## config.mk

```make
export PLATFORM = sky130hd
export DESIGN_NAME = arb4way16
export DESIGN_NICKNAME = d
export VERILOG_FILES = /design/src/rtl/arb4way16.sv
export SDC_FILE = /design/constraint.sdc
export NUM_CORES = 1
export LEC_CHECK = 0
export CORE_ASPECT_RATIO = 1.1
export CORE_MARGIN = 2
export CORE_UTILIZATION = 33
export DETAILED_ROUTE_END_ITERATION = 16
export GPL_TIMING_DRIVEN = 0
export HOLD_SLACK_MARGIN = 0.12
export PLACE_DENSITY = 0.84
export SLEW_MARGIN = 10
export SYNTH_ARGS = -nofsm -noshare
export SYNTH_HDL_FRONTEND = slang
export SYNTH_SLANG_ARGS = --single-unit
export TNS_END_PERCENT = 5
```

## constraint.sdc

```tcl
create_clock -name clk -period 1.9 [get_ports clk]
set_input_delay 0.38 -clock clk [delete_from_list [all_inputs] [get_ports clk]]
set_output_delay 0.38 -clock clk [all_outputs]
set_load 0.1 [all_outputs]
```

## src/rtl/arb4way16.sv

```systemverilog
// ============================================================================
//  Module   : arb4way16
//  Brief    : Four-way round-robin arbiter onto one 16-bit valid/ready channel,
//             with a per-grant burst limit. Optional macro ARB4_LOCK_EN adds a
//             lock input that lets the owner run past the burst limit.
//  Revision : 1.0
// ============================================================================
`default_nettype none

module arb4way16 #(
    parameter int MAX_BURST = 4,
    parameter int CNT_W     = 8
) (
    input  logic        clk,
    input  logic        rst_n,
    input  logic [3:0]  req,
    input  logic [15:0] a,
    input  logic [15:0] b,
    input  logic [15:0] c,
    input  logic [15:0] d,
`ifdef ARB4_LOCK_EN
    input  logic        lock,
`endif
    input  logic        out_ready,
    output logic [3:0]  ack,
    output logic [3:0]  grant,
    output logic [1:0]  sel,
    output logic [15:0] out,
    output logic        out_valid
);

    typedef enum logic [0:0] {
        ST_IDLE  = 1'b0,
        ST_GRANT = 1'b1
    } state_t;

    localparam logic [CNT_W:0]   MAX_EXT = (CNT_W + 1)'(MAX_BURST);
    localparam logic [CNT_W-1:0] MAX_CNT = CNT_W'(MAX_BURST);

    state_t           state_q, state_d;
    logic [3:0]       grant_q, grant_d;
    logic [1:0]       sel_q,   sel_d;
    logic [1:0]       last_q,  last_d;
    logic [CNT_W-1:0] cnt_q,   cnt_d;

    logic             w_owner_req;
    logic             w_valid;
    logic             w_xfer;
    logic [CNT_W:0]   w_cnt_inc;
    logic             w_limit;
    logic             w_burst_done;
    logic             w_release;
    logic [1:0]       w_ptr;
    logic [1:0]       w_win;
    logic [1:0]       w_idx;
    logic             w_any;

    always_comb begin
        w_owner_req = req[sel_q];
        w_valid     = (state_q == ST_GRANT) && w_owner_req;
        w_xfer      = w_valid && out_ready;
        w_cnt_inc   = {1'b0, cnt_q} + {{CNT_W{1'b0}}, 1'b1};
        w_limit     = (w_cnt_inc >= MAX_EXT);
`ifdef ARB4_LOCK_EN
        w_burst_done = w_xfer && w_limit && !lock;
`else
        w_burst_done = w_xfer && w_limit;
`endif
        w_release   = (state_q == ST_GRANT) && (!w_owner_req || w_burst_done);
    end

    // Search begins just after the pointer; the pointer itself is checked last,
    // so a releasing owner only wins again if nobody else is asking.
    always_comb begin
        w_ptr = (state_q == ST_GRANT) ? sel_q : last_q;
        w_any = |req;
        w_win = w_ptr;
        w_idx = w_ptr;
        for (int k = 4; k >= 1; k--) begin
            w_idx = w_ptr + 2'(k);
            if (req[w_idx]) begin
                w_win = w_idx;
            end
        end
    end

    always_comb begin
        state_d = state_q;
        grant_d = grant_q;
        sel_d   = sel_q;
        last_d  = last_q;
        cnt_d   = cnt_q;
        case (state_q)
            ST_IDLE: begin
                if (w_any) begin
                    state_d = ST_GRANT;
                    sel_d   = w_win;
                    grant_d = 4'b0001 << w_win;
                    cnt_d   = '0;
                end
            end
            ST_GRANT: begin
                if (w_release) begin
                    last_d = sel_q;
                    cnt_d  = '0;
                    if (w_any) begin
                        sel_d   = w_win;
                        grant_d = 4'b0001 << w_win;
                    end else begin
                        state_d = ST_IDLE;
                        grant_d = 4'b0000;
                    end
                end else if (w_xfer) begin
                    // Saturation only matters while locked past the limit.
                    cnt_d = w_limit ? MAX_CNT : w_cnt_inc[CNT_W-1:0];
                end
            end
            default: begin
                state_d = ST_IDLE;
                grant_d = 4'b0000;
            end
        endcase
    end

    always_ff @(posedge clk or negedge rst_n) begin
        if (!rst_n) begin
            state_q <= ST_IDLE;
            grant_q <= 4'b0000;
            sel_q   <= 2'd0;
            last_q  <= 2'd3;
            cnt_q   <= '0;
        end else begin
            state_q <= state_d;
            grant_q <= grant_d;
            sel_q   <= sel_d;
            last_q  <= last_d;
            cnt_q   <= cnt_d;
        end
    end

    always_comb begin
        out = 16'h0000;
        if (w_valid) begin
            case (sel_q)
                2'd0:    out = a;
                2'd1:    out = b;
                2'd2:    out = c;
                default: out = d;
            endcase
        end
        out_valid = w_valid;
        ack       = w_xfer ? (4'b0001 << sel_q) : 4'b0000;
        grant     = grant_q;
        sel       = sel_q;
    end

endmodule

`default_nettype wire
```

==> reports/metrics.yaml <==
finalPower_w: 0.005150
cts-root-buf: "clkbuf_8"
worst_setup_path_end_kind: "primary output"
outcome: "complete, but fails checks"
synth_nets: 204
design_area_um2: 2741
yosys.area.top_type_share_pct: 25.71
swShare_pct: 59.69
critPathKind: "flop to primary output"
place.gp.congestion: 0.7459
powerDensity_nw_per_um2: 1879
clk_latency_ns: 0.25
hold_violations: 0
slew_viol_final: 0
reg2regPathDepth: 6
dp_hpwl_um: 4003
period_minus_slack_ns: 2.337
worst_slack_ns: -0.4370
power_leakage_nw: 1.223
cts_tree: "done"
rsz0062_at_grt: "yes"
ys_seq_area_share_pct: 28.74
hold_path_class: "flop to flop"
hp-start: "grant[2]"
cp.arrival_ns: 1.96
antenna_cells: 0
syn_inst: 132
postPlaceCellArea_um2: 2597
grt_start_max_net_pins: 18
drive_gt1_share_pct: 30.38
hold_path_end: "grant[2]"
synth-edff-count: 0
crit_path_max_fanout: 10
synthFlopType: "dfrtp_1"
worstMarginPinSlew_ns: 0.9860
hold_slack_ns: 0.4863
report.final.setup_viol: 37
startpoint_type: "flop"
regToRegStartpoint: "sel[0]"
slew_headroom_pct: 34.52
startpoint: "sel[0]"
clk_path_buf_depth: 2
synth_area_um2: 1489
violations: "setup timing"
post-place-ws_ns: -1.494
yosysWarningCount: 0
drc: 0
synth_cell_type_count: 44
totalWireLength_um: 4995
post-route-period-util_pct: 123.0
ys_ff_latch: 17
die_y_um: 74.45
max_freq_ghz: 0.4279
vias_per_cell: 5.351
yosysTopAreaCell: "mux4_2"
vias: 1557
pin_count: 98
comb_power_share_pct: 84.0
timing.rr.end: "grant[3]"
overflow: 0
grt_pass1_vias: 1603
drt_iter0_markers: 28
post_drt_wl_per_cell_um: 17.16
antenna_left: 0
worstPathCellList: "buf_6, mux4_2, clkbuf_4, and3_1, buf_6"
firstDrtPassIters: 4
ctsHtreeMaxLevel: 1
final_nets: 310
area_growth_syn_to_layout_pct: 84.12
reg2reg_slack_ns: -0.25
crit_required_ns: 1.52
vdd_drop_max_mv: 1.375
p_int_w: 0.002076
switchingPower_w: 0.003074
clkTransAtPathRegs_ns: 0.07
cap_violations: 0
grt_pass1_wl_um: 7859
seq_power_share_pct: 10.8
slowest_delay_ns: 0.58
track_usage_pct: 20.59
syn_avg_cell_area_um2: 11.28
antenna_found_initial: 0
synth_area_leaders: "mux4_2 26%, dfrtp_1 25%, and3_1 7.1%, dfstp_2 3.5%, and2b_1 3.0%"
die_w_um: 68.05
fp.dieArea_um2: 5066
start_util_pct: 34.49
async_reset_ff_share_pct: 100.0
cts_hold_buf: 0
portBuffers: 97
cts.sinks: 17
cpMaxStageDelayCell: "mux4_2"
rows: 25
ys_top_cells_by_count: "17 x and3_1, 17 x mux4_2, 15 x dfrtp_1"
p_clk_share_pct: 5.2
whs_path_depth: 1
tns_ns: -10.82
skew_ns: 0.005646
cts_made_buffers: 3
coreArea_um2: 4317
cp_common_cell: "buf_6"
## power by group through the flow
stage | clock, W | combinational (W) | sequential [W]
after floorplan | 0 | 0.00286 | 0.000958
after CTS | 0.000272 | 0.00434 | 0.000557
after global placement | 0 | 0.00413 | 0.000558
after global routing | 0.000289 | 0.00452 | 0.000566
final | 0.000266 | 0.00433 | 0.000555
after detailed placement | 0 | 0.00416 | 0.000562
## critical path, delay by kind of cell (launching register included)
| kind | cells | cell delay, ns |
|---|---|---|
| buffers and inverters | 3 | 0.52 |
| flip-flops | 1 | 0.41 |
| multiplexers | 1 | 0.58 |
| AND/OR/NAND/NOR | 1 | 0.18 |
## cells by family after synthesis
kind of cell	count (synthesis)	synth area share, %
AO/OA/AOI/OAI	21	12.61
adder cells (fa/ha/maj)	1	0.8402
buffers and inverters	17	4.959
flip-flops	17	28.74
multiplexers	25	31.68
AND/OR/NAND/NOR	51	21.18
## layout make-up
class	instances	area [um2]
buffer	10	77.57
clock buffer	4	45.04
fill	357	1575
inverter	7	38.79
multi-input combinational	99	1064
sequential	17	435.4
tap	54	67.56
timing repair buffer	100	1013
## cells in the final DEF, fill, tap and decap left out, types with 2 or more instances in the layout
cell,Yosys,routed
a21oi_1,2,2
a32o_1,2,2
and2_1,2,2
and2b_1,6,6
and3_1,17,17
and4_1,2,2
buf_12,0,3
buf_2,2,2
buf_4,0,7
buf_6,1,15
clkbuf_1,7,2
clkbuf_2,0,2
clkbuf_4,0,3
clkbuf_8,0,4
clkdlybuf4s50_1,0,66
dfrtp_1,15,13
dfrtp_4,0,2
dfstp_2,2,2
dlygate4sd2_1,0,9
inv_1,5,5
mux2_2,3,3
mux2i_1,4,4
mux4_2,17,17
nand2_1,8,7
nor2_1,5,5
nor3b_4,0,2
o21ai_0,2,2
o2bb2ai_1,2,2
## through the flow
stage               utilization (%)  instances
floorplan                         -        132
CTS                           63.30        290
detailed placement            60.17        283
global placement              60.17        283
finish                        63.51        291
global route                  63.51        291
## registers in the layout (all words and copies together), names as in the netlist
register	flops
cnt_q	8
grant	4
last_q	2
sel	2
state_q	1
## worst max path at each step
stage | end | slack [ns] | depth (start not counted)
6_report | out[6] | -0.44 | 5
5_1_grt | ack[2] | -0.51 | 7
4_1_cts | ack[2] | -0.47 | 7
3_5_place_dp | out[13] | -1.49 | 5
3_3_place_gp | out[13] | -1.49 | 5
2_1_floorplan | ack[1] | -0.92 | 6
## per-layer routing
layer	up-vias	part of all wire (%)	global-route usage [%]
met2	67	50	37.54
li1	736	-	-
met5	-	0	0
met1	741	39	24.37
met4	0	2.4	6.222
met3	13	8.7	3.631
## what timing repair did
action                                  in CTS  in global routing
pin swaps                                    2                  0
resized for setup                          170                  2
buffers inserted                             2                  1
endpoints found under the setup margin      43                 38
cloned                                       1                  0
(Power assumes the default switching activity.)
